$ cat src/rtl/multicycle_control_unit_if.sv
// Memory handshake between the multi-cycle controller and the unified instruction/data memory.
interface multicycle_control_unit_if;
  logic mem_req;
  logic mem_we;
  logic mem_ready;

  modport master (output mem_req, output mem_we, input mem_ready);
  modport slave  (input mem_req, input mem_we, output mem_ready);
endinterface

$ cat src/rtl/multicycle_control_unit.sv
// Multi-cycle datapath sequencer: fetch/decode/execute/memory/write-back for the
// eight-opcode ISA, with a retired-instruction counter.
module multicycle_control_unit #(
  parameter int CNT_W = 16
) (
  input  logic                        clk,
  input  logic                        rst,
  input  logic                        start,
  input  logic                        halt,
  input  logic [2:0]                  opcode,
  input  logic                        zero,
  input  logic                        lt,
  multicycle_control_unit_if.master   bus,
  output logic                        iord,
  output logic                        ir_write,
  output logic                        pc_write,
  output logic                        pc_src,
  output logic [1:0]                  alu_op,
  output logic [1:0]                  alu_src_b,
  output logic                        reg_write,
  output logic                        reg_dst,
  output logic                        mem_to_reg,
  output logic [2:0]                  state,
  output logic                        busy,
  output logic [CNT_W-1:0]            retired
);

  typedef enum logic [2:0] {
    IDLE   = 3'd0,
    FETCH  = 3'd1,
    DECODE = 3'd2,
    EXEC   = 3'd3,
    MEM    = 3'd4,
    WB     = 3'd5,
    BRANCH = 3'd6
  } state_t;

  localparam logic [2:0] OP_LW = 3'd0;
  localparam logic [2:0] OP_SW = 3'd1;

  state_t            state_reg;
  state_t            state_next;
  logic [CNT_W-1:0]  retired_reg;
  logic              retire;
  logic              mem_req_next;
  logic              mem_we_next;

  always_ff @(posedge clk or posedge rst) begin
    if (rst) begin
      state_reg   <= IDLE;
      retired_reg <= '0;
    end else begin
      state_reg <= state_next;
      if (retire)
        retired_reg <= retired_reg + {{(CNT_W-1){1'b0}}, 1'b1};
    end
  end

  always_comb begin
    state_next   = IDLE;
    retire       = 1'b0;
    mem_req_next = 1'b0;
    mem_we_next  = 1'b0;
    iord         = 1'b0;
    ir_write     = 1'b0;
    pc_write     = 1'b0;
    pc_src       = 1'b0;
    alu_op       = 2'b00;
    alu_src_b    = 2'b00;
    reg_write    = 1'b0;
    reg_dst      = 1'b0;
    mem_to_reg   = 1'b0;

    case (state_reg)
      IDLE: state_next = start ? FETCH : IDLE;

      FETCH: begin
        mem_req_next = 1'b1;
        alu_src_b    = 2'b01;
        state_next   = FETCH;
        if (bus.mem_ready) begin
          ir_write   = 1'b1;
          pc_write   = 1'b1;
          state_next = DECODE;
        end
      end

      DECODE: state_next = (opcode[2:1] == 2'b01) ? BRANCH : EXEC;

      EXEC: begin
        if (opcode[2:1] == 2'b00) begin
          alu_src_b  = 2'b10;
          state_next = MEM;
        end else begin
          alu_op     = opcode[1:0];
          state_next = WB;
        end
      end

      MEM: begin
        mem_req_next = 1'b1;
        mem_we_next  = (opcode == OP_SW);
        iord         = 1'b1;
        state_next   = MEM;
        if (bus.mem_ready) begin
          if (opcode == OP_SW)
            retire = 1'b1;
          else
            state_next = WB;
        end
      end

      WB: begin
        reg_write  = 1'b1;
        reg_dst    = opcode[2];
        mem_to_reg = (opcode == OP_LW);
        retire     = 1'b1;
      end

      BRANCH: begin
        alu_op   = 2'b01;
        pc_src   = 1'b1;
        pc_write = opcode[0] ? lt : zero;
        retire   = 1'b1;
      end

      default: state_next = IDLE;
    endcase

    // Every retiring state shares the same instruction-boundary exit.
    if (retire)
      state_next = halt ? IDLE : FETCH;
  end

  assign bus.mem_req = mem_req_next;
  assign bus.mem_we  = mem_we_next;
  assign state       = state_reg;
  assign busy        = (state_reg != IDLE);
  assign retired     = retired_reg;

endmodule

$ cat src/flat_wrapper.sv
// flat-port wrapper written by rule: the top's interface ports become plain ports
module multicycle_control_unit_flat 
#(
  parameter int CNT_W = 16
)
  (clk, rst, start, halt, opcode, zero, lt, iord, ir_write, pc_write, pc_src, alu_op, alu_src_b, reg_write, reg_dst, mem_to_reg, state, busy, retired, bus_mem_req, bus_mem_we, bus_mem_ready);
  multicycle_control_unit_if bus_i ();
  input  logic clk;
  input  logic rst;
  input  logic start;
  input  logic halt;
  input  logic [2:0] opcode;
  input  logic zero;
  input  logic lt;
  output logic iord;
  output logic ir_write;
  output logic pc_write;
  output logic pc_src;
  output logic [1:0] alu_op;
  output logic [1:0] alu_src_b;
  output logic reg_write;
  output logic reg_dst;
  output logic mem_to_reg;
  output logic [2:0] state;
  output logic busy;
  output logic [CNT_W-1:0] retired;
  output wire logic [$bits(bus_i.mem_req)-1:0] bus_mem_req;
  output wire logic [$bits(bus_i.mem_we)-1:0] bus_mem_we;
  input wire logic [$bits(bus_i.mem_ready)-1:0] bus_mem_ready;
  assign bus_mem_req = bus_i.mem_req;
  assign bus_mem_we = bus_i.mem_we;
  assign bus_i.mem_ready = bus_mem_ready;
  multicycle_control_unit #(.CNT_W(CNT_W)) u_core (.clk(clk), .rst(rst), .start(start), .halt(halt), .opcode(opcode), .zero(zero), .lt(lt), .bus(bus_i), .iord(iord), .ir_write(ir_write), .pc_write(pc_write), .pc_src(pc_src), .alu_op(alu_op), .alu_src_b(alu_src_b), .reg_write(reg_write), .reg_dst(reg_dst), .mem_to_reg(mem_to_reg), .state(state), .busy(busy), .retired(retired));
endmodule
$ cat config.mk
export PLATFORM = sky130hd
export DESIGN_NAME = multicycle_control_unit_flat
export DESIGN_NICKNAME = d
export VERILOG_FILES = /design/src/rtl/multicycle_control_unit_if.sv /design/src/rtl/multicycle_control_unit.sv /design/src/flat_wrapper.sv
export SDC_FILE = /design/constraint.sdc
export NUM_CORES = 1
export LEC_CHECK = 0
export ABC_AREA = 1
export BUFFER_PORTS_ARGS = -buffer_cell sky130_fd_sc_hd__buf_2
export CELL_PAD_IN_SITES_DETAIL_PLACEMENT = 0
export CELL_PAD_IN_SITES_GLOBAL_PLACEMENT = 2
export CORE_MARGIN = 1
export CORE_UTILIZATION = 24
export DETAILED_ROUTE_END_ITERATION = 16
export PLACE_DENSITY = 0.84
export SETUP_SLACK_MARGIN = 0.5
export SYNTH_ARGS = -nofsm -noshare
export SYNTH_HDL_FRONTEND = slang
export SYNTH_SLANG_ARGS = --single-unit
$ cat constraint.sdc
create_clock -name clk -period 1.39 [get_ports clk]
set_clock_uncertainty 0.05 [all_clocks]
set_input_delay 0.139 -clock clk [delete_from_list [all_inputs] [get_ports clk]]
set_output_delay 0.139 -clock clk [all_outputs]
set_load 0.02 [all_outputs]
* Word-level counts from Yosys, hierarchy flattened
Cells that the tools add are included.
Storage, ports and cells: register bits 19, input port bits 10, output and inout port bits 33
Operators by class: $add $sub $neg 1, eq/ne operators 8, mux-type cells 27, reduce and logical (&&, ||, !) cells 6
Operators by type and width (count):
- $add A16 B1 Y16 const B | 1
- $mux W1 | 16
- $pmux W3 S5 | 1
- $eq A3 B3 Y1 const B | 3
- $mux W3 | 3
- $pmux W2 S2 | 2
- $eq A3 B1 Y1 const B | 2
- $eq A3 B2 Y1 const B | 2
- $logic_not A3 Y1 | 2
- $mux W2 | 3
- $pmux W1 S2 | 2
- $reduce_or A2 Y1 | 2
- $reduce_bool A3 Y1 | 1
- $eq A2 B1 Y1 const B | 1
- $logic_not A2 Y1 | 1

* Depth between registers and ports, before layout
Gate-level depths: netlist of run 1.
depth in word-level cells 5, mapped depth 9

* Least setup slack after synthesis of run 1
OpenSTA, ideal clock, no wires.
kind register -> output, from reg u_core.state_reg[0], in the netlist u_core.state[0], to out pc_write, data arrival time 1926 ps, data required time 1201 ps, path slack -725 ps, cell stages (with the launch flop) 7, buffers on the path 0, cells stage by stage dfrtp_1 > inv_2 > nor3_1 > inv_1 > nor2_1 > inv_1 > nand2_1
On the way: cells in the longest elaborated chain, start to end 2, elaborated cells between the ends (all ways) 3, those cells by class eq/ne (2); mux (1)
RTL lines:
- start, declared | line multicycle_control_unit.sv:41 | state_t state_reg;
- start signal, assigned | line multicycle_control_unit.sv:53 | state_reg <= state_next;
- $eq A3 B3 Y1 or $eq A3 B1 Y1 (tied branches) | line multicycle_control_unit.sv:74 | case (state_reg)
- $pmux W1 S2 * | line multicycle_control_unit.sv:74
- end, declared | line flat_wrapper.sv:17 | output logic pc_write;
Every way passes the cells marked *; elsewhere a longest branch is shown, timed or not.

* Final worst setup path of run 1
from reg u_core.state_reg[1], in the netlist u_core.state[1], to out pc_write
Same word-level chain as after synthesis.

==> summary by stage, run 1 <==
Floorplan
In this run the standard cell core region covers 5470 µm². The placement row count is 27. The initial utilization of the core area, before any placement, comes to 24.9%. The die is 77.3 µm tall. 43 I/O pins were placed. The floorplan step defined a die boundary enclosing 5980 µm².

Measured along the x axis, the die boundary spans 77.3 µm.

Worst setup path
The number of cells on the worst reg-to-reg path is 8. The worst register-to-register path has a setup slack of -70 ps. In this run the worst path has a maximum fanout of 4. On the critical path, the stage with the largest delay is an instance of sky130_fd_sc_hd__dfrtp_2. The kind of cell with the highest combined delay on the critical path is flip-flops. The type of element capturing the critical path is an output port. Data on the critical path arrives at its endpoint at 1450 ps. The startpoint of the most critical setup path is u_core.state[1]$_DFF_PP0_. Traced cell by cell, the critical path runs through buf_6, nor3_4, inv_2, nor2_4, inv_2, nand2_2, buf_6. The setup path with the least slack is of type reg -> out. The worst setup path is launched from a flip-flop. In this run the critical register-to-register path is captured at u_core.retired[9]$_DFFE_PP0P_. The launch instance of the worst register-to-register path is u_core.state[2]$_DFF_PP0_. The delay of the slowest critical-path stage is 460 ps. The number of buffers and inverters on the critical path is 4. At the worst endpoint, the required time is 1200 ps.

Global routing
Across every metal layer, demand over resource in global routing totals 15.7%. Summed over all layers, the global routing overflow is 0. The met1 track demand over resource in global routing is 20.9%. The via count of the first global-routing pass was 1589. The wire length of the first global-routing pass is 7.45 mm.

For met3 alone, demand over resource in global routing was 1.06%. In this run the most used layer during global routing was met2. Global routing used 27.1% of the available met2 tracks. The number of antenna violations at the first check in global routing is 0. Entering global routing, the biggest net connects 20 pins.

Min path
The startpoint identified for the worst hold timing path is halt. The worst hold path belongs to the class in -> reg. For hold timing, the worst endpoint is u_core.state[0]$_DFF_PP0_. The worst hold path depth is 4.

Yosys
For this run, the number of Yosys warnings is 0. The number of synthesized register bits is 19. The number of instances in the synthesized netlist is 196. In this run the mean area of a mapped cell was 6.95 µm². The count of unique library cells instantiated by Yosys is 23. When the netlist entered floorplanning its net count stood at 207. The share of the Yosys chip area taken by registers is 34.9%. After synthesis the cells add up to 1360 µm².

Timing
Of the available clock period, the critical path in the final layout requires 118%. Setup violations remaining at the end of the flow were counted as 32. Hold timing on the final database bottoms out at a slack of 75.5 ps. Derived from the worst setup path, the maximum achievable clock frequency is 0.610 GHz. The worst path in the final design needs a cycle of 1640 ps, including I/O delays and setup. The worst-case headroom to the max-slew limit is 81.9%. The total negative slack is -3110 ps. At the pin with the least slew margin, the transition time is 271 ps. The number of hold violations in the final report is 0. In the post-route analysis, the smallest setup slack over all paths is -248 ps. Setup repair after global routing could not meet its margin everywhere. The number of max-slew violations in the final report came to 0.

Placement
Buffers placed on the I/O ports in this run total 42. The post-detailed-placement half-perimeter wirelength is 3.08 mm. The congestion estimate from routability-driven global placement came to 0.784.

Timing analysis after detailed placement gives a worst setup slack of -44.2 ps.

Clock network
The clock passes through at most 2 buffers. For the worst-skew pair, the clock arrives at the later sink with an insertion delay of 260 ps. The total number of clock tree sinks is 19.

The CTS tree is done. The clock-pin slew on the worst setup and hold paths is 80 ps. In this run the number of H-tree levels came out at 1. The cell at the root of the clock tree is sky130_fd_sc_hd__clkbuf_8. Counting the buffers created by CTS gives 3.

Run status
The final reports fail on setup timing. The run finished, with violations left.

Drt
After the first detailed-routing iteration, the DRC count stood at 40. The count of nets left with antenna violations after detail routing is 0. The final layout contains routed wiring with a total length of 4.59 mm. The first detailed-routing pass took 4 iterations. After detailed routing, the average wire length per cell comes to 12.4 µm. The detailed router placed 1652 vias in this run.

After detailed routing, the number of vias per cell comes to 4.45. After detailed routing, the number of remaining DRC violations is 0.

Finish
The total of fill cells in the finished design is 564. The register with the most flip-flops in the layout has 16 of them. The share of post-route cells with drive strength above 1 is 53.5%.

At the end of the flow, the number of nets in the layout was 311. In the layout the commonest cells are 49 x sky130_fd_sc_hd__nand2_1, 49 x sky130_fd_sc_hd__buf_6, 38 x sky130_fd_sc_hd__buf_4. The area growth from synthesis to layout is 89.5%. The final antenna diode count is 0.

Pwr
The worst-case IR drop observed on VDD is 1.01 mV. The reported leakage power is 1.24 nW. For this design the ratio of total power to cell area is 1360 nW/µm².

Job
The tool flagged a number of max-cap violations equal to 0.
[metal layers]
layer  part of all wire (%)  vias to the layer above
met5                      0                        -
met4                   0.63                        0
met3                    1.5                        2
met2                     51                       17
met1                     47                      789
li1                       -                      844
[where the power goes]
group / internal [mW] / switching, mW
Combinational: 1.17 / 1.15
Sequential: 0.649 / 0.122
Clock: 0.204 / 0.203
Total: 2.02 / 1.48
[kinds of logic (layout without fill, tap and decap cells)]
group           after synthesis  count (layout)  synth area share [%]
simple gates                123             126                  43.0
compound gates               15              15                  6.52
fa+ha+maj                     1               1                 0.918
xor+xnor                      7               7                  4.50
buf+inv                      31             131                  10.2
flops                        19              19                  34.9
[synth_stat cells]
| library cell | number | share of area, % |
|---|---|---|
| sky130_fd_sc_hd__ha_1 | 1 | 0.92 |
| sky130_fd_sc_hd__a31o_2 | 1 | 0.64 |
| sky130_fd_sc_hd__o21ai_0 | 10 | 3.7 |
| sky130_fd_sc_hd__nor3_4 | 1 | 1.2 |
| sky130_fd_sc_hd__nor3_2 | 1 | 0.73 |
| sky130_fd_sc_hd__xor2_1 | 7 | 4.5 |
| sky130_fd_sc_hd__inv_1 | 26 | 7.2 |
| sky130_fd_sc_hd__inv_2 | 3 | 0.83 |
| sky130_fd_sc_hd__a21oi_1 | 1 | 0.37 |
| sky130_fd_sc_hd__nor3_1 | 3 | 1.1 |
| sky130_fd_sc_hd__nand2_8 | 1 | 1.5 |
| sky130_fd_sc_hd__nand3_1 | 19 | 7.0 |
| sky130_fd_sc_hd__nand4_4 | 1 | 1.6 |
| sky130_fd_sc_hd__nor2_1 | 24 | 6.6 |
| sky130_fd_sc_hd__nand4_1 | 5 | 2.3 |
| sky130_fd_sc_hd__nand3_2 | 1 | 0.73 |
| sky130_fd_sc_hd__dfrtp_1 | 19 | 35 |
| sky130_fd_sc_hd__nand2_1 | 61 | 17 |
| sky130_fd_sc_hd__o211ai_1 | 1 | 0.55 |
| sky130_fd_sc_hd__nand2_2 | 4 | 1.8 |
| sky130_fd_sc_hd__nor2_4 | 2 | 1.7 |
| sky130_fd_sc_hd__buf_8 | 2 | 2.2 |
| sky130_fd_sc_hd__o21ai_2 | 2 | 1.3 |
[cell type report]
type	instances	area (µm²)	share of cell area [%]
clock buffers	4	45.0	1.74
multi-input cells	149	945	36.6
repair buffers	98	897	34.7
inverters	29	121	4.70
well taps	72	90.1	3.49
flip-flops and latches	19	484	18.7
[metrics by stage]
step                      instance area [µm²]  util [%]  power [mW]  cells
after global routing                     2580      47.2        3.71    371
after CTS                                2480      45.3        3.33    364
after detailed placement                 1950      35.7        2.29    337
after floorplan                          1470         -        1.74    196
final                                    2580      47.2        3.50    371
after global placement                   1950      35.7        2.28    337
[how the worst max path moves through the flow]
| stage | end | slack (ps) | cells past startpoint |
|---|---|---|---|
| after floorplan | u_core.retired[4]$_DFFE_PP0P_ | -180 | 7 |
| after global placement | mem_to_reg | -40 | 5 |
| after detailed placement | mem_to_reg | -40 | 5 |
| after CTS | pc_write | -240 | 5 |
| after global routing | pc_write | -320 | 7 |
| final | pc_write | -250 | 7 |
[timing repair]
item,in CTS,in global routing
hold buffers,1,0
endpoints found under the setup margin,52,52
gates resized for setup,94,17
buffers inserted,19,7
pin swaps,9,3
hold endpoints to repair,19,0
cloned,3,0
[worst min-delay path: stages]
cell and delay (ps):
sky130_fd_sc_hd__buf_2 80, sky130_fd_sc_hd__inv_1 40, sky130_fd_sc_hd__nand2_2 60, sky130_fd_sc_hd__nand3_2 50
Power figures use the tool's default switching activity.
==> inputs of run 2 (changes only) <==
--- a/config.mk
+++ b/config.mk
@@ -10,9 +10,10 @@
 export CELL_PAD_IN_SITES_DETAIL_PLACEMENT = 0
 export CELL_PAD_IN_SITES_GLOBAL_PLACEMENT = 2
 export CORE_MARGIN = 1
-export CORE_UTILIZATION = 24
+export CORE_UTILIZATION = 25
+export CTS_BUF_LIST = sky130_fd_sc_hd__clkbuf_4 sky130_fd_sc_hd__clkbuf_8
 export DETAILED_ROUTE_END_ITERATION = 16
-export PLACE_DENSITY = 0.84
+export PLACE_DENSITY = 0.86
 export SETUP_SLACK_MARGIN = 0.5
 export SYNTH_ARGS = -nofsm -noshare
 export SYNTH_HDL_FRONTEND = slang
==> constraint.sdc (replaced) <==
create_clock -name clk -period 1.39 [get_ports clk]
set_clock_uncertainty 0.05 [all_clocks]
set_input_delay 0.278 -clock clk [delete_from_list [all_inputs] [get_ports clk]]
set_output_delay 0.278 -clock clk [all_outputs]
set_load 0.02 [all_outputs]
==> summary by stage, run 2 (synthesis results as in run 1) <==
Worst setup path
At the worst endpoint, the required time is 1060 ps. The type of element capturing the critical path is an output port. The critical path startpoint category is a flip-flop. The startpoint-to-endpoint class of the critical path is reg -> out. The highest net fanout along the worst path is 5. The data arrival time of the critical path is 1420 ps.

Floorplan
The die covers 5750 µm². The effective utilization at floorplan is 26.3%. In this run the vertical extent of the chip is 75.8 µm.

The region available for standard cell placement spans 5170 µm². The horizontal die dimension is 75.8 µm. The floorplan has 26 rows. The count of boundary I/O pins is 43.

Pwr
Overall power consumption after layout is estimated at 3.52 mW. Across the VDD grid, the largest voltage drop is 0.619 mV. In this run the power density over the cells is 1330 nW/µm². The reported leakage power is 1.32 nW.

Finish
The count of cells in the finished layout, fillers not included, comes to 376. Leaving out fill and tap cells, the most frequent cells in the layout are 51 x sky130_fd_sc_hd__buf_4, 46 x sky130_fd_sc_hd__nand2_1, 42 x sky130_fd_sc_hd__buf_6. The area overhead of the layout relative to synthesis is 94.5%. The flip-flop count of the largest register after layout is 16. The share of post-route cells with drive strength above 1 is 55.6%. After filler insertion, the fill cell instance count of the layout stands at 483. The flip-flop and latch area is 485 µm². The final antenna diode count is 0. The most common cell after layout, fill and taps aside is sky130_fd_sc_hd__buf_4. The finished layout cell area is 2650 µm². The final layout net count is 318. Summing all multi-input logic gate instances after layout gives 963 µm².

Global routing
The wire length of the first global-routing pass is 7.31 mm. The via count of the first global-routing pass came to 1613. The global routing usage summed across all routing layers is 17.1%. After global routing the overflow that remains totals 0. The number of antenna violations at the first check in global routing is 0. The pin count of the biggest net entering global routing is 20.

Drt
The detailed router placed 1682 vias in this run. In the routed design, unresolved DRC markers number 0. The number of vias per cell after detailed routing is 4.47. The detailed router finished its first iteration with 68 violations. In the final routed layout, each cell accounts on average for 12.3 µm. The first-pass iteration count of the detailed router is 4. The count of nets left with antenna violations once routing finished came out at 0. The total wirelength of the detailed-routed design is 4.63 mm.

Timing
Setup violations remaining at the end of the flow were counted as 33. Setup repair after global routing could not meet its margin everywhere. The number of hold violations in the final report is 19. Dividing the final minimum period by the clock period gives 126%.

The final hold slack is -25.2 ps. Across all setup checks in the final design, the least slack found is -360 ps. The highest attainable clock frequency is 0.571 GHz. At the pin with the least slew margin, the transition time is 290 ps. The worst-case headroom to the max-slew limit is 80.6%. The smallest clock period supported by the final layout is computed as 1750 ps. The number of max-slew violations in the final report is 0.

Clock network
The total number of clock tree sinks is 19. The longest clock path from root to sink contains 2 buffers. The CTS tree is done. The cell at the root of the clock tree is sky130_fd_sc_hd__clkbuf_8. Clock-pin slew was measured on the worst setup and hold paths at 80 ps. The clock buffer count from CTS is 3. The H-tree depth is 1. The later pin in the worst-skew pair is clocked with a latency of 260 ps.

Run status
The final reports fail on hold timing, setup timing. The run finished, with violations left.

Placement
The HPWL after detailed placement is 2.99 mm. Once placement finished, the instance area stood at 1990 µm². Including well taps, the total number of placed cells is 341. The global placement routability congestion is 0.773. The count of buffers added on input and output ports is 42.

Job
The tool flagged a number of max-cap violations equal to 0.

Min path
The worst hold path class is in -> async.
-- run 2: changes by cell type in the layout (fill, tap and decap cells not counted), moves of 4 or more --
cell	previous run	this run
sky130_fd_sc_hd__buf_4	38	51
sky130_fd_sc_hd__buf_6	49	42
sky130_fd_sc_hd__inv_4	5	0
sky130_fd_sc_hd__nand2_4	1	5
sky130_fd_sc_hd__nor2_1	15	19
-- run 2: path summary, 6_finish.rpt --
| path | from | cells after the start | to | slack [ps] |
|---|---|---|---|---|
| worst max-delay path | u_core.state[1]$_DFF_PP0_ | 5 | alu_op[0] | -360 |
| worst min-delay path | rst | 3 | u_core.retired[1]$_DFFE_PP0P_ | -30 |
| worst max register to register | u_core.state[1]$_DFF_PP0_ | 9 | u_core.retired[10]$_DFFE_PP0P_ | -230 |
| worst min register to register | u_core.retired[1]$_DFFE_PP0P_ | 3 | u_core.retired[1]$_DFFE_PP0P_ | 570 |
| max in group asynchronous | rst | 3 | u_core.retired[7]$_DFFE_PP0P_ | 1070 |
| min in group clk | halt | 4 | u_core.state[0]$_DFF_PP0_ | 260 |
-- run 2: per-layer routing --
layer / share of wire (%) / wire [µm] / track usage, % / vias to the layer above
li1: - / - / - / 847
met1: 41 / 1880 / 21.4 / 802
met2: 56 / 2580 / 31.6 / 31
met3: 3.5 / 160 / 2.91 / 2
met4: 0.17 / 8 / 1.85 / 0
met5: 0 / 0 / 0 / -
-- run 2: layout make-up --
type                            count  area share [%]
Clock buffer                        4            1.84
Inverter                           29            4.49
Multi-Input combinational cell    149            36.4
Sequential cell                    19            18.3
Tap cell                           70            3.31
Timing Repair Buffer              105            35.7
-- run 2: per-stage QoR --
stage,setup slack (ps),utilization [%],TNS (ps),hold WS (ps)
after floorplan,-246,-,-4880,179
after global placement,-134,38.6,-1540,269
after detailed placement,-174,38.6,-1990,270
after CTS,-330,49.0,-5690,-15.1
after global routing,-415,51.2,-10390,12.4
final,-360,51.2,-8160,-25.2
-- run 2: timing repair --
action | CTS | global route
endpoints found under the hold margin | 19 | 0
gates cloned | 3 | 0
buffers inserted | 23 | 5
gates resized for setup | 76 | 26
endpoints found under the setup margin | 52 | 52
pin swaps | 8 | 6
-- run 2: worst max-delay path: stages, from the launching register on --
cell and delay, ps:
sky130_fd_sc_hd__dfrtp_2 460, sky130_fd_sc_hd__inv_2 150, sky130_fd_sc_hd__nor3_4 70, sky130_fd_sc_hd__buf_4 140, sky130_fd_sc_hd__a31o_2 220, sky130_fd_sc_hd__buf_6 130
-- run 2: where the power goes --
part           internal [mW]  switching [mW]  leakage (nW)
Sequential             0.649           0.125         0.246
Combinational           1.18            1.15          1.04
Clock                  0.224           0.198        0.0262
==> inputs of run 3 (changes only) <==
--- a/config.mk
+++ b/config.mk
@@ -13,7 +13,7 @@
 export CORE_UTILIZATION = 25
 export CTS_BUF_LIST = sky130_fd_sc_hd__clkbuf_4 sky130_fd_sc_hd__clkbuf_8
 export DETAILED_ROUTE_END_ITERATION = 16
-export PLACE_DENSITY = 0.86
+export PLACE_DENSITY = 0.74
 export SETUP_SLACK_MARGIN = 0.5
 export SYNTH_ARGS = -nofsm -noshare
 export SYNTH_HDL_FRONTEND = slang
==> summary by stage, run 3 (synthesis results as in run 1) <==
Clock network
The clock latency of the later-clocked register in the worst-skew pair is 260 ps. The tree built by TritonCTS fans out to 19 sinks. The clock-pin slew on the worst setup and hold paths is 80 ps. The clock buffer count from CTS is 3. The cell at the root of the clock tree is sky130_fd_sc_hd__clkbuf_8. The maximum buffer depth of the clock tree is 2. TritonCTS built the clock tree.

CTS built an H-tree with a depth of 1.

Worst setup path
Together, buffers and inverters on the worst path number 4. The worst setup path is launched from a flip-flop. The critical-path cell with the highest stage delay is sky130_fd_sc_hd__dfrtp_2.

The required time reported for the critical path endpoint is 1060 ps. Among cell families on the critical path, the largest total delay comes from flip-flops. The setup path with the least slack is of type reg -> out. STA classifies the critical path endpoint as an output port. The most prevalent standard cell on the critical path is sky130_fd_sc_hd__buf_6.

The launch instance of the worst register-to-register path is u_core.state[0]$_DFF_PP0_. The delay of the slowest critical-path stage is 470 ps. The signal on the critical path passes through buf_6, nor3_4, inv_2, nor2_4, buf_4, buf_6. Of all nets on the critical path, the largest fanout is 4. The most critical setup path has its startpoint at u_core.state[1]$_DFF_PP0_. At the worst endpoint, the arrival time is 1420 ps.

Finish
The library cells used most frequently in the layout, excluding fill and tap cells, are 54 x sky130_fd_sc_hd__buf_6, 47 x sky130_fd_sc_hd__nand2_1, 47 x sky130_fd_sc_hd__buf_4. Counting the fill cells in the layout gives 497. Cells with a size suffix above 1 make up 54.9% of the layout. The flip-flop count of the largest register after layout is 16. Leaving out fill and tap cells, the most frequent cell in the layout is sky130_fd_sc_hd__buf_6. The final layout net count is 327. 0 antenna diodes ended up in the layout. The area overhead of the layout relative to synthesis is 99.2%.

Timing
Headroom to the max-slew limit came out at 81.8%. The number of max-slew violations in the final report is 0. The shortest period the worst path allows is 1750 ps. The slew at the pin closest to its max-slew limit is 272 ps. The number of hold violations in the final report is 0. The share of the clock period used by the worst path after layout is 126%. The highest attainable clock frequency is 0.573 GHz. The final hold slack is 228 ps.

The count of final setup violators is 34. In the post-route analysis, the smallest setup slack over all paths is -356 ps. Setup repair after global routing could not meet its margin everywhere.

Floorplan
The count of boundary I/O pins is 43. From bottom edge to top edge, the die measures 75.8 µm. The horizontal die dimension is 75.8 µm. Once the floorplan was initialized, standard cells occupied 26.3% of the core.

The floorplan has 26 rows. The die area is 5750 µm². The core region is 5170 µm².

Pwr
Combinational logic is responsible for 66.0% of the overall power. Of the total power, the share spent switching nets is 42.4%. Summed over all nets, the switching power comes to 1.48 mW. The sequential share of power is 22.2%.

The overall power is 3.50 mW. The power density of the placed cells is 1290 nW/µm². In this run the static leakage power is 1.33 nW. Cell internal power was estimated by the tool at 2.02 mW. Across the VDD grid, the largest voltage drop is 0.668 mV. The clock network is responsible for 11.7% of the overall power.

Job
Max-cap violations in this run came to 0.

Min path
The start point of the worst hold path is halt. The worst hold path belongs to the class in -> reg.

Global routing
For this run, the total global-route usage over all layers was measured as 18.7%. The via count of the first global-routing pass was 1607. The wire length of the first global-routing pass is 7.87 mm. The pin count of the biggest net entering global routing is 20. The number of antenna violations at the first check in global routing is 0. The global-route congestion overflow total is 0.

Drt
The first-pass iteration count of the detailed router is 4. The detail route stage leaves a number of antenna-violating nets equal to 0. After the first detailed-routing iteration, the DRC count stood at 73. The total wirelength of the detailed-routed design is 4.70 mm. The number of remaining DRC errors is 0. The routed wire length per instance is 12.2 µm. The number of vias per cell after detailed routing is 4.38. The detailed-route via count is 1685.

Placement
The post-detailed-placement half-perimeter wirelength is 3.22 mm. The global placement routability congestion is 0.798. The port buffer count is 42.

Run status
The final reports fail on setup timing. The run finished, with violations left.
==> run 3: cell count changes in the layout (fill, tap and decap cells not counted), sizes merged <==
cell	delta
clkbuf	-1
dlygate4sd3	+1
buf	+8
inv	+1
==> run 3: power groups by stage <==
stage               Clock (mW)  Combinational (mW)  Sequential, mW
finish                   0.410                2.31           0.778
global placement             0                1.62           0.759
global route             0.454                2.47           0.791
CTS                      0.424                2.22           0.768
detailed placement           0                1.62           0.767
floorplan                    0               0.849           0.886
==> run 3: through the flow <==
stage          setup WS (ps)  instance area [µm²]  TNS [ps]  std cells  utilization (%)
6_report                -356                 2710     -6540        385             52.5
3_3_place_gp           -96.7                 2050     -1520        348             39.6
5_1_grt                 -420                 2710     -9230        385             52.5
3_5_place_dp           -89.0                 2050     -1580        348             39.6
2_1_floorplan           -246                 1460     -4880        196                -
4_1_cts                 -344                 2650     -6410        382             51.2
==> run 3: cell type report <==
| class | instances | area, µm² | area share [%] |
|---|---|---|---|
| Clock buffer | 3 | 41.3 | 1.52 |
| Clock inverter | 1 | 5.00 | 0.184 |
| Inverter | 29 | 121 | 4.47 |
| Multi-Input combinational cell | 149 | 936 | 34.5 |
| Sequential cell | 19 | 482 | 17.8 |
| Tap cell | 70 | 87.6 | 3.23 |
| Timing Repair Buffer | 114 | 1040 | 38.4 |
==> run 3: worst paths after layout <==
check | to | slack [ps] | cells past startpoint
max | ir_write | -360 | 6
min | u_core.state[0]$_DFF_PP0_ | 230 | 4
max reg2reg | u_core.retired[4]$_DFFE_PP0P_ | -190 | 9
min reg2reg | u_core.retired[14]$_DFFE_PP0P_ | 550 | 2
max in group asynchronous | u_core.state[0]$_DFF_PP0_ | 600 | 4
min in group asynchronous | u_core.retired[7]$_DFFE_PP0P_ | 500 | 4
==> run 3: repair_timing <==
action,in CTS,in global routing
pin swaps,15,6
setup endpoints to repair,52,56
hold buffers,1,0
gates cloned,3,0
buffers inserted,26,3
endpoints found under the hold margin,19,0
gates resized for setup,92,14
==> run 3: metal layers <==
layer  routed length (µm)  GRT usage, %
met1                 2230          26.0
met2                 2230          31.3
met3                  204          2.12
met4                   29          3.70
met5                    0             0
==> run 3: tightest hold or removal path: stages <==
cell and delay (ps):
sky130_fd_sc_hd__buf_2 80, sky130_fd_sc_hd__inv_1 40, sky130_fd_sc_hd__nand2_2 60, sky130_fd_sc_hd__nand3_2 50
